`src/rtl/stopwatch_timer.sv`:
```
`default_nettype none
// ---------------------------------------------------------------------------
// stopwatch_timer : sec:ms stopwatch / countdown with lap capture  (rev 1.0)
// ---------------------------------------------------------------------------
module stopwatch_timer #(
   parameter int TICK_DIV = 50000,
   parameter int MS_MAX   = 999,
   parameter int SEC_MAX  = 99,
   parameter int W_MS     = 10,
   parameter int W_SEC    = 10
) (
   input  logic             clk,
   input  logic             rst,
   input  logic             start_i,
   input  logic             stop_i,
   input  logic             clear_i,
   input  logic             lap_i,
   input  logic             mode_i,
   input  logic             load_i,
   input  logic [W_SEC-1:0] load_sec_i,
   output logic [W_MS-1:0]  ms_o,
   output logic [W_SEC-1:0] sec_o,
   output logic [W_MS-1:0]  lap_ms_o,
   output logic [W_SEC-1:0] lap_sec_o,
   output logic             lap_valid_o,
   output logic             running_o,
   output logic             wrap_o,
   output logic             done_o
);

   localparam int               c_W_PRE    = (TICK_DIV > 2) ? $clog2(TICK_DIV) : 1;
   localparam logic [c_W_PRE-1:0] c_PRE_LAST = c_W_PRE'(TICK_DIV - 1);
   localparam logic [W_MS-1:0]  c_MS_MAX   = W_MS'(MS_MAX);
   localparam logic [W_SEC-1:0] c_SEC_MAX  = W_SEC'(SEC_MAX);

   typedef enum logic [1:0] {
      S_IDLE  = 2'd0,
      S_RUN   = 2'd1,
      S_PAUSE = 2'd2,
      S_DONE  = 2'd3
   } state_t;

   state_t             state_q, state_d;
   logic [W_MS-1:0]    ms_q, ms_d, lap_ms_q, lap_ms_d;
   logic [W_SEC-1:0]   sec_q, sec_d, lap_sec_q, lap_sec_d;
   logic [c_W_PRE-1:0] pre_q, pre_d;
   logic               mode_q, mode_d;
   logic               lap_valid_q, lap_valid_d;
   logic               running_q, running_d;
   logic               wrap_q, wrap_d;
   logic               done_q, done_d;
   logic               w_tick;

   assign w_tick = (pre_q == c_PRE_LAST);

   always_comb begin
      state_d     = state_q;
      ms_d        = ms_q;
      sec_d       = sec_q;
      pre_d       = pre_q;
      mode_d      = mode_q;
      lap_ms_d    = lap_ms_q;
      lap_sec_d   = lap_sec_q;
      lap_valid_d = 1'b0;
      wrap_d      = 1'b0;
      done_d      = 1'b0;

      if (clear_i) begin
         state_d = S_IDLE;
         ms_d    = '0;
         sec_d   = '0;
         pre_d   = '0;
      end else begin
         case (state_q)
            S_IDLE: begin
               if (load_i) begin
                  ms_d  = '0;
                  sec_d = (load_sec_i > c_SEC_MAX) ? c_SEC_MAX : load_sec_i;
               end else if (start_i && !stop_i) begin
                  mode_d = mode_i;
                  pre_d  = '0;
                  if (mode_i && ms_q == '0 && sec_q == '0) begin
                     state_d = S_DONE;
                     done_d  = 1'b1;
                  end else begin
                     state_d = S_RUN;
                  end
               end
            end
            S_RUN: begin
               pre_d = w_tick ? '0 : pre_q + c_W_PRE'(1);
               if (w_tick) begin
                  if (!mode_q) begin
                     if (ms_q != c_MS_MAX) begin
                        ms_d = ms_q + W_MS'(1);
                     end else begin
                        ms_d = '0;
                        if (sec_q != c_SEC_MAX) begin
                           sec_d = sec_q + W_SEC'(1);
                        end else begin
                           sec_d  = '0;
                           wrap_d = 1'b1;
                        end
                     end
                  end else if (sec_q == '0 && ms_q <= W_MS'(1)) begin
                     // Last countdown tick: lands on 0:000 and finishes.
                     ms_d   = '0;
                     done_d = 1'b1;
                  end else if (ms_q != '0) begin
                     ms_d = ms_q - W_MS'(1);
                  end else begin
                     ms_d  = c_MS_MAX;
                     sec_d = sec_q - W_SEC'(1);
                  end
               end
               if (done_d) begin
                  state_d = S_DONE;
               end else if (stop_i) begin
                  state_d = S_PAUSE;
               end
            end
            S_PAUSE: begin
               if (!stop_i && start_i) begin
                  state_d = S_RUN;
               end
            end
            default: begin
               ms_d  = '0;
               sec_d = '0;
            end
         endcase

         if (lap_i && (state_q == S_RUN || state_q == S_PAUSE)) begin
            lap_ms_d    = ms_q;
            lap_sec_d   = sec_q;
            lap_valid_d = 1'b1;
         end
      end

      running_d = (state_d == S_RUN);
   end

   always_ff @(posedge clk) begin
      if (rst) begin
         state_q     <= S_IDLE;
         ms_q        <= '0;
         sec_q       <= '0;
         pre_q       <= '0;
         mode_q      <= 1'b0;
         lap_ms_q    <= '0;
         lap_sec_q   <= '0;
         lap_valid_q <= 1'b0;
         running_q   <= 1'b0;
         wrap_q      <= 1'b0;
         done_q      <= 1'b0;
      end else begin
         state_q     <= state_d;
         ms_q        <= ms_d;
         sec_q       <= sec_d;
         pre_q       <= pre_d;
         mode_q      <= mode_d;
         lap_ms_q    <= lap_ms_d;
         lap_sec_q   <= lap_sec_d;
         lap_valid_q <= lap_valid_d;
         running_q   <= running_d;
         wrap_q      <= wrap_d;
         done_q      <= done_d;
      end
   end

   assign ms_o        = ms_q;
   assign sec_o       = sec_q;
   assign lap_ms_o    = lap_ms_q;
   assign lap_sec_o   = lap_sec_q;
   assign lap_valid_o = lap_valid_q;
   assign running_o   = running_q;
   assign wrap_o      = wrap_q;
   assign done_o      = done_q;

endmodule
`default_nettype wire
```
`config.mk`:
```
export PLATFORM = sky130hd
export DESIGN_NAME = stopwatch_timer
export DESIGN_NICKNAME = d
export VERILOG_FILES = /design/src/rtl/stopwatch_timer.sv
export SDC_FILE = /design/constraint.sdc
export NUM_CORES = 1
export LEC_CHECK = 0
export ABC_CLOCK_PERIOD_IN_PS = 4850
export CAP_MARGIN = 10
export CORE_MARGIN = 2
export CORE_UTILIZATION = 58
export DETAILED_ROUTE_END_ITERATION = 8
export GPL_TIMING_DRIVEN = 0
export PLACE_DENSITY = 0.88
export SETUP_SLACK_MARGIN = 0.05
export SYNTH_ARGS = -nofsm -noshare
export SYNTH_HDL_FRONTEND = slang
export SYNTH_SLANG_ARGS = --single-unit
```
`constraint.sdc`:
```
create_clock -name clk -period 4.85 [get_ports clk]
set_clock_uncertainty 0.05 [all_clocks]
set_input_delay 0.485 -clock clk [delete_from_list [all_inputs] [get_ports clk]]
set_output_delay 0.485 -clock clk [all_outputs]
set_load 0.02 [all_outputs]
```
==> results.toml, run 1 <==
[clock_network]
cts-buffers-inserted = 9
ctsRootBufferMaster = "sky130_fd_sc_hd__clkbuf_8"
clock_insertion_delay_worst_skew_ps = 370
cts_sink_count = 63
clock_tree_from_tritoncts = "yes"
postCtsSetupBuffers = 0
clock_path_buffers = 2
reg_clk_slew_reported_paths_ps = 80
cts_hold_buf = 0
post_cts_resize_count = 0
deepest_level_of_the_cts_h_tree = 3

[detailed_routing]
drt_first_iter_violations = 293
finalWirelength_um = 10300
drtAntennaViolNets = 0
drtPass1Iterations = 5
post_drt_wl_per_cell_um = 16.6
vias = 3797
drc_errors = 0
route.detailed.vias_per_inst = 6.12

[synthesis]
synth_edf_count = 0
synth_simple_gate_area_share_pct = 29.5
post_synth_xor_area_fraction_pct = 5.21
async_flop_share_pct = 0
ys_top_cells_by_area = "sky130_fd_sc_hd__dfxtp_1, sky130_fd_sc_hd__nand2_1, sky130_fd_sc_hd__a21oi_1"
synth_top_area_share_pct = 34.1
avgSynthCellArea_um2 = 7.93
yosys.area_share.adder_pct = 4.06
synth_top_family_by_area = "simple AND/OR/NAND/NOR gates"
yosys_most_used_dff = "sky130_fd_sc_hd__dfxtp_1"
seq_area_frac_synth_pct = 34.1
yosys_register_bits = 63
synth_mux_area_share_pct = 0.542
syn-num-nets = 496
syn_area_um2 = 3700
netlist_instances = 466
yosys_warnings = 0
synth_compound_area_share_pct = 20.5
synth.distinct_cells = 72
synth_largest_area_cell = "sky130_fd_sc_hd__dfxtp_1"

[sta]
post-route-min-period_ps = 2860
maxClockFrequency_mhz = 350
unrepaired_setup_endpoints_after_global_routing = "no"
fin_crit_sh_pct = 59.0
timing_hold_violations_final = 0
finalSetupTns_ps = 0
setup-violations-final = 0
worst-slew-pin-transition_ps = 828
final_max_slew_viol_count = 0
maxSlewHeadroom_pct = 44.0
timing.final.ws_setup_ps = 1990
final.hold.worst_slack_ps = 406

[finish]
post_route_cells_drive_above_1_share_pct = 8.47
fillers = 479
final_net_count = 568
finish.instance_area_um2 = 4610
antenna-diode-count = 0
final_cell_count_no_fill = 620
utilization_pct = 73.9
areaGrowthSynthToFinish_pct = 24.8

[global_route]
grt_antenna_before_repair = 0
first_global_vias = 3463
gr-usage-all-layers_pct = 29.4
global_route.overflow_total = 0
global_route_wire_length_before_repair_um = 16800
grt_max_degree = 11

[power_and_ir_drop]
sw_frac_of_total_pct = 25.6
total_power_mw = 1.15
sequentialPowerShare_pct = 46.0
ir_worst_vdd_v = 0.000207
leakage_nw = 1.60
power.share.clock_pct = 43.8
power.density_cell_area_nw_per_um2 = 248
cellInternalPower_mw = 0.852
pwr-share-comb_pct = 10.1
p_switching_mw = 0.293

[die]
floorplan.core_area_um2 = 6240
starting_density_of_the_core_pct = 59.2
total_die_area_um2 = 7030
ioPinCount = 62
placement_rows = 29
chipWidth_um = 83.8
die_h_um = 83.8

[setup_path]
timing.rr.end = "sec_o[3]"
timing_worst_setup_path_type = "reg2reg"
cpMaxStageDelayCell = "sky130_fd_sc_hd__nor4b_1"
register_to_register_setup_slack_ps = 1990
critical_path.startpoint = "ms_o[0]"
timing.critical_path.fanout_max = 10
worst-endpoint-arrival_ps = 3090
start_kind = "flip-flop"
path_cells = "inv_1 > ha_1 > nor4b_1 > nand4_1 > o221a_2 > nor2_8 > buf_8 > nor2_1 > a211oi_2"
worst_setup_path_endpoint = "sec_o[3]"
worstSetupEndpointType = "flip-flop"
reg2reg_depth = 9
critical_path.reg2reg.startpoint = "ms_o[0]"
worstPathRequired_ps = 5080
crit_path_max_incr_delay_ps = 690

[placed_design]
hpwl_um = 7500
buffer_ports.inserted = 61
detailed_place.area_um2 = 4400
gp_congestion = 0.957
dpl.cell_count = 604
dp_worst_setup_slack_ps = 2090

[job]
cap_violations = 0

[status]
run_status = "finished, final reports clean"

[min_path]
min_path_type = "reg2reg"
layout make-up:
type | count | area (um^2) | share of cell area, %
clock inverter | 2 | 37.5 | 0.814
multi-input combinational | 359 | 2210 | 48.0
timing repair buffer | 61 | 611 | 13.2
clock buffer | 14 | 173 | 3.74
sequential | 63 | 1260 | 27.3
tap | 77 | 96.3 | 2.09
buffer | 29 | 166 | 3.61
inverter | 15 | 56.3 | 1.22
metal layers:
| metal | up-vias | share of wire (%) | GRT usage [%] |
|---|---|---|---|
| met5 | - | 0 | 0 |
| met4 | 0 | 2.7 | 13.5 |
| met3 | 25 | 7.9 | 5.54 |
| met2 | 181 | 46 | 46.3 |
| met1 | 1778 | 44 | 39.1 |
| li1 | 1813 | - | - |
power groups by stage:
stage / Combinational, mW / Clock [mW] / Sequential [mW]
4_1_cts: 0.114 / 0.500 / 0.527
5_1_grt: 0.124 / 0.522 / 0.528
2_1_floorplan: 0.0668 / 0 / 0.542
6_report: 0.116 / 0.502 / 0.527
3_3_place_gp: 0.110 / 0 / 0.539
3_5_place_dp: 0.113 / 0 / 0.539
critical path, delay by kind of cell, from the launching register on:
kind	cells	cell delay [ps]
adder cells (fa/ha/maj)	1	200
AO/OA/AOI/OAI	2	570
flip-flops	1	430
buffers and inverters	2	340
AND/OR/NAND/NOR	4	1190
synth_stat cells, types with 5 or more instances:
library cell	instances
sky130_fd_sc_hd__nor4_1	6
sky130_fd_sc_hd__o21ai_0	17
sky130_fd_sc_hd__clkbuf_1	16
sky130_fd_sc_hd__nor3_1	10
sky130_fd_sc_hd__dfxtp_1	63
sky130_fd_sc_hd__a21oi_1	36
sky130_fd_sc_hd__inv_1	15
sky130_fd_sc_hd__ha_1	12
sky130_fd_sc_hd__nor2_1	44
sky130_fd_sc_hd__and3_1	8
sky130_fd_sc_hd__xor2_1	10
sky130_fd_sc_hd__nand4_1	10
sky130_fd_sc_hd__nand2_1	75
sky130_fd_sc_hd__a31oi_1	6
sky130_fd_sc_hd__a32o_1	5
sky130_fd_sc_hd__and2_1	8
sky130_fd_sc_hd__xnor2_1	12
sky130_fd_sc_hd__a22oi_1	10
sky130_fd_sc_hd__nand3_1	15
flip-flops by register name (all words and copies together) (netlist names):
name         flops
done_o           1
lap_ms_o        10
lap_sec_o       10
lap_valid_o      1
mode_q           1
ms_o            10
pre_q           16
running_o        1
sec_o           10
state_q          2
wrap_o           1
cell families (layout without fill, tap and decap cells):
kind of cell / Yosys count / count (layout)
buf+inv: 44 / 121
fa+ha+maj: 12 / 12
xor+xnor: 22 / 22
flops: 63 / 63
compound gates: 112 / 112
mux: 2 / 2
simple gates: 211 / 211
layout by cell type (no fill, tap or decap), drive strengths merged, types with 12 or more instances in the layout:
| cell | n |
|---|---|
| clkdlybuf4s50 | 61 |
| dfxtp | 63 |
| o21ai | 20 |
| clkbuf | 33 |
| a21oi | 36 |
| nor2 | 45 |
| nand3 | 16 |
| ha | 12 |
| xnor2 | 12 |
| inv | 15 |
| nand2 | 75 |
how the worst min path moves through the flow:
stage                 startpoint           end  slack (ps)  cells after the start
finish              lap_sec_o[5]  lap_sec_o[5]         410                      2
global route        lap_sec_o[5]  lap_sec_o[5]         430                      2
CTS                 lap_sec_o[5]  lap_sec_o[5]         410                      2
detailed placement  lap_sec_o[5]  lap_sec_o[5]         400                      2
global placement     lap_ms_o[9]   lap_ms_o[9]         390                      2
floorplan               pre_q[1]      pre_q[1]         410                      2
Power figures use the tool's default switching activity.
==> inputs of run 2 (changes only) <==
ABC_CLOCK_PERIOD_IN_PS = 2600   (was 4850)
CORE_UTILIZATION = 48   (was 58)
PLACE_DENSITY = 0.78   (was 0.88)
clock period = 2.6 ns   (was 4.85 ns; I/O delays follow)
==> run 2 against run 1 <==
Compared with the run above: via count fell by 0.66%; clock power rose by 97%; sequential power rose by 87%; die area rose by 20%; flip-flop and latch count did not move; worst hold slack got worse by 0.72 ps; count of clock-buffer cells in the layout fell by 4; register-to-register slack got worse by 1800 ps; critical endpoint is now sec_o[6]; largest power group is now the clock network.
==> results.toml, run 2 (synthesis results as in run 1) <==
[placed_design]
buffer_ports.inserted = 61
dpl.cell_count = 626
hpwl_um = 7670
gp_congestion = 0.993

[power_and_ir_drop]
power.share.clock_pct = 45.2
power.density_cell_area_nw_per_um2 = 465
pwr-share-comb_pct = 9.9
cellInternalPower_mw = 1.64
sequentialPowerShare_pct = 44.9
sw_frac_of_total_pct = 25.3
ir_worst_vdd_v = 0.000233
p_switching_mw = 0.554
leakage_nw = 1.63

[detailed_routing]
drc_errors = 0
vias = 3772
drtAntennaViolNets = 0
drt_first_iter_violations = 341
finalWirelength_um = 10600
post_drt_wl_per_cell_um = 16.4
route.detailed.vias_per_inst = 5.85
drtPass1Iterations = 5

[finish]
largest_register_ffs = 16
final_net_count = 571
largest-register = "pre_q"
areaGrowthSynthToFinish_pct = 27.6
layout.cells.most_common = "sky130_fd_sc_hd__nand2_1"
post_route_cells_drive_above_1_share_pct = 10.8
final_cell_count_no_fill = 645
most-common-layout-cells = "sky130_fd_sc_hd__nand2_1, sky130_fd_sc_hd__dfxtp_1, sky130_fd_sc_hd__clkdlybuf4s50_1"
fillers = 651
antenna-diode-count = 0

[sta]
final_max_slew_viol_count = 0
post-route-min-period_ps = 2430
finalSetupTns_ps = 0
timing_hold_violations_final = 0
maxSlewHeadroom_pct = 56.9
maxClockFrequency_mhz = 412
setup-violations-final = 0
unrepaired_setup_endpoints_after_global_routing = "yes"
worst-slew-pin-transition_ps = 643
fin_crit_sh_pct = 93.3

[clock_network]
clock_path_buffers = 2
cts_hold_buf = 0
clock_tree_from_tritoncts = "yes"
clock_insertion_delay_worst_skew_ps = 350
cts_sink_count = 63
deepest_level_of_the_cts_h_tree = 3
reg_clk_slew_reported_paths_ps = 80
ctsRootBufferMaster = "sky130_fd_sc_hd__clkbuf_8"
cts-buffers-inserted = 9

[die]
placement_rows = 31
die_h_um = 91.8
chipWidth_um = 91.8
total_die_area_um2 = 8420
floorplan.core_area_um2 = 7370
starting_density_of_the_core_pct = 50.2
ioPinCount = 62

[setup_path]
worstPathRequired_ps = 2800
worstSetupEndpointType = "flip-flop"
timing_worst_setup_path_type = "reg2reg"
start_kind = "flip-flop"
timing.critical_path.fanout_max = 9
worst-endpoint-arrival_ps = 2620
register_to_register_setup_slack_ps = 170

[global_route]
gr-usage-all-layers_pct = 25.0
grt_antenna_before_repair = 0
first_global_vias = 3498
grt_max_degree = 13
global_route.overflow_total = 0
global_route_wire_length_before_repair_um = 16900

[min_path]
min_path_type = "reg2reg"

[status]
run_status = "finished, final reports clean"

[job]
cap_violations = 0
[run 2: cell types whose count changed in the layout (fill, tap and decap cells not counted), moves of 2 or more]
cell                       before  now
sky130_fd_sc_hd__buf_4          2    5
sky130_fd_sc_hd__a21oi_1       36   34
sky130_fd_sc_hd__a21oi_2        0    2
sky130_fd_sc_hd__clkbuf_1      18   16
sky130_fd_sc_hd__clkbuf_8      14   12
sky130_fd_sc_hd__dfxtp_1       63   61
sky130_fd_sc_hd__dfxtp_2        0    2
[run 2: worst paths after layout]
path           startpoint            to  cells past startpoint
max               ms_o[0]      sec_o[6]                      8
max reg2reg       ms_o[0]      sec_o[6]                      8
min          lap_sec_o[7]  lap_sec_o[7]                      2
min reg2reg  lap_sec_o[7]  lap_sec_o[7]                      2
[run 2: worst max-delay path: stages (launching register included)]
cell and delay, ps:
sky130_fd_sc_hd__dfxtp_2 440, sky130_fd_sc_hd__inv_1 120, sky130_fd_sc_hd__ha_2 260, sky130_fd_sc_hd__or2_2 330, sky130_fd_sc_hd__and4_2 270, sky130_fd_sc_hd__o221a_2 280, sky130_fd_sc_hd__nor2_8 180, sky130_fd_sc_hd__o21ai_0 110
sky130_fd_sc_hd__a32o_1 270
[run 2: per-layer routing]
metal | vias up | global-route usage, % | wire length, um
met5 | - | 0 | 0
met4 | 0 | 9.70 | 224
met3 | 22 | 6.33 | 729
met2 | 166 | 41.1 | 5140
met1 | 1772 | 31.6 | 4480
li1 | 1812 | - | -
[run 2: per-stage QoR]
stage	hold WS [ps]	worst slack (ps)	util (%)	total power [mW]	cell area (um^2)
2_1_floorplan	279	176	-	1.14	3700
3_3_place_gp	396	-15.6	60.1	1.21	4430
3_5_place_dp	399	-29.1	60.1	1.22	4430
4_1_cts	410	141	63.7	2.20	4690
5_1_grt	434	30.8	64.0	2.27	4710
6_report	406	175	64.0	2.19	4710
[run 2: layout make-up]
class,count,area (um^2),share of cell area (%)
Multi-Input combinational cell,359,2240,47.5
Sequential cell,63,1260,26.8
Timing Repair Buffer,64,633,13.4
Buffer,29,166,3.53
Clock buffer,10,138,2.92
Tap cell,99,124,2.63
Clock inverter,6,92.6,1.96
Inverter,15,56.3,1.19
[run 2: what timing repair did]
action,4_1_cts,5_1_grt
buffers inserted,3,0
pin swaps,1,0
gates resized for setup,3,5
setup endpoints to repair,17,13
gates cloned,0,0
[run 2: power by group through the flow]
stage	sequential (mW)	combinational, mW	clock, mW
after floorplan	1.01	0.125	0
after global placement	1.01	0.207	0
after detailed placement	1.01	0.211	0
after CTS	0.984	0.213	1.00
after global routing	0.985	0.232	1.05
final	0.984	0.217	0.991
==> inputs of run 3 (changes only) <==
RECOVER_POWER = 100   (was not set)
==> run 3 against run 2 <==
Compared with the run above: flip-flop and latch count unchanged; sequential share of layout area up 0.078 points; critical endpoint is now ms_o[7]; die area unchanged; combinational power down 2%; sequential power about the same; register-to-register slack worse by 40 ps; global-route usage is the same; power hardly changed; largest cell class unchanged; via count down 0.11%; maximum frequency is 1.7% lower; setup slack worse by 41 ps; worst hold slack lost 3.1 ps.
==> results.toml, run 3 (synthesis results as in run 1) <==
[clock_network]
cts-buffers-inserted = 9
deepest_level_of_the_cts_h_tree = 3
reg_clk_slew_reported_paths_ps = 70
clock_path_buffers = 2
cts_sink_count = 63
clock_tree_from_tritoncts = "yes"
clock_insertion_delay_worst_skew_ps = 350
ctsRootBufferMaster = "sky130_fd_sc_hd__clkbuf_8"
cts_hold_buf = 0

[sta]
worst-slew-pin-transition_ps = 668
post-route-min-period_ps = 2470
final_max_slew_viol_count = 0
timing_hold_violations_final = 0
setup-violations-final = 0
finalSetupTns_ps = 0
maxSlewHeadroom_pct = 55.3
unrepaired_setup_endpoints_after_global_routing = "yes"
timing.final.ws_setup_ps = 134
fin_crit_sh_pct = 94.9
final.hold.worst_slack_ps = 402
maxClockFrequency_mhz = 405

[setup_path]
cp.buffers_inverters = 2
cpMaxStageDelayCell = "sky130_fd_sc_hd__or4_1"
worstSetupEndpointType = "flip-flop"
crit_path_max_incr_delay_ps = 590
critical-path-top-cell-by-count = "sky130_fd_sc_hd__o21ai_0"
worstPathRequired_ps = 2780
timing_worst_setup_path_type = "reg2reg"
start_kind = "flip-flop"
path_cells = "or4_1 > nor4_4 > buf_4 > o21ai_2 > and2_0 > clkbuf_2 > o21ai_0 > o21ai_0"
critical-path-top-delay-family = "simple AND/OR/NAND/NOR gates"
worst-endpoint-arrival_ps = 2650
timing.critical_path.fanout_max = 8

[detailed_routing]
drtPass1Iterations = 8
drtAntennaViolNets = 0
finalWirelength_um = 10600
route.detailed.vias_per_inst = 5.84
drt-met1-wl_um = 4490
drc_errors = 0
post_drt_wl_per_cell_um = 16.5
wl_met2_um = 5120
vias = 3768
routed-wl-met3_um = 762
top_signal_layer_used = "met4"
drt_first_iter_violations = 361

[die]
ioPinCount = 62
placement_rows = 31
total_die_area_um2 = 8420
die_h_um = 91.8
chipWidth_um = 91.8
floorplan.core_area_um2 = 7370
starting_density_of_the_core_pct = 50.2

[power_and_ir_drop]
power.density_cell_area_nw_per_um2 = 466
ir_worst_vdd_v = 0.000235
leakage_nw = 1.78

[status]
run_status = "finished, final reports clean"

[placed_design]
buffer_ports.inserted = 61
dpl.cell_count = 626
gp_congestion = 0.993
hpwl_um = 7670
dp_worst_setup_slack_ps = -29.1

[finish]
post_route_cells_drive_above_1_share_pct = 10.3
layout.cells.most_common = "sky130_fd_sc_hd__nand2_1"
largest_register_ffs = 16
most-common-layout-cells = "sky130_fd_sc_hd__nand2_1, sky130_fd_sc_hd__dfxtp_1, sky130_fd_sc_hd__nor2_1, sky130_fd_sc_hd__dlygate4sd3_1, sky130_fd_sc_hd__a21oi_1"
final_net_count = 571
antenna-diode-count = 0
largest-register = "pre_q"
utilization_pct = 63.8
fillers = 655
areaGrowthSynthToFinish_pct = 27.2
final_cell_count_no_fill = 645

[global_route]
grt_antenna_before_repair = 0
grt_max_degree = 13
gr-usage-all-layers_pct = 25.0
global_route.overflow_total = 0
first_global_vias = 3498
global_route_wire_length_before_repair_um = 16900

[job]
cap_violations = 0

[min_path]
min_path_type = "reg2reg"
[run 3: area by class of cell]
class,instances,area [um^2],share of cell area (%)
tap,99,124,2.64
clock inverter,6,92.6,1.97
multi-input combinational,359,2230,47.5
clock buffer,10,138,2.93
buffer,29,163,3.46
sequential,63,1260,26.9
inverter,15,56.3,1.20
timing repair buffer,64,633,13.5
[run 3: repair_timing]
item / 4_1_cts / 5_1_grt
pin swaps: 1 / 0
endpoints found under the hold margin: 0 / 0
setup buffers: 3 / 0
gates cloned: 0 / 0
endpoints found under the setup margin: 17 / 13
resized for setup: 3 / 5
[run 3: per-stage QoR]
stage	power [mW]	cell area, um^2
after detailed placement	1.22	4430
after global placement	1.21	4430
after CTS	2.20	4690
after global routing	2.26	4700
final	2.19	4700
after floorplan	1.14	3700
[run 3: path summary, 6_finish.rpt]
kind             endpoint  cells after the start  slack [ps]         start
max reg2reg       ms_o[7]                      8         130      pre_q[4]
max               ms_o[7]                      8         130      pre_q[4]
min reg2reg  lap_sec_o[7]                      2         400  lap_sec_o[7]
min          lap_sec_o[7]                      2         400  lap_sec_o[7]
[run 3: report_power, final]
part / switching, mW / leakage [nW] / internal [mW]
sequential: 0.0112 / 0.509 / 0.972
clock: 0.425 / 0.109 / 0.570
combinational: 0.123 / 1.16 / 0.0905
total: 0.559 / 1.78 / 1.63
[run 3: worst reg2reg max path, stage by stage (launching register included)]
cell and delay [ps]:
sky130_fd_sc_hd__dfxtp_1 340, sky130_fd_sc_hd__or4_1 590, sky130_fd_sc_hd__nor4_4 300, sky130_fd_sc_hd__buf_4 220
sky130_fd_sc_hd__o21ai_2 140, sky130_fd_sc_hd__and2_0 230, sky130_fd_sc_hd__clkbuf_2 200, sky130_fd_sc_hd__o21ai_0 180
sky130_fd_sc_hd__o21ai_0 100
[run 3: metal layers]
metal | GRT usage [%] | vias to the layer above
li1 | - | 1812
met1 | 31.6 | 1759
met2 | 41.1 | 167
met3 | 6.33 | 30
met4 | 9.70 | 0
met5 | 0 | -
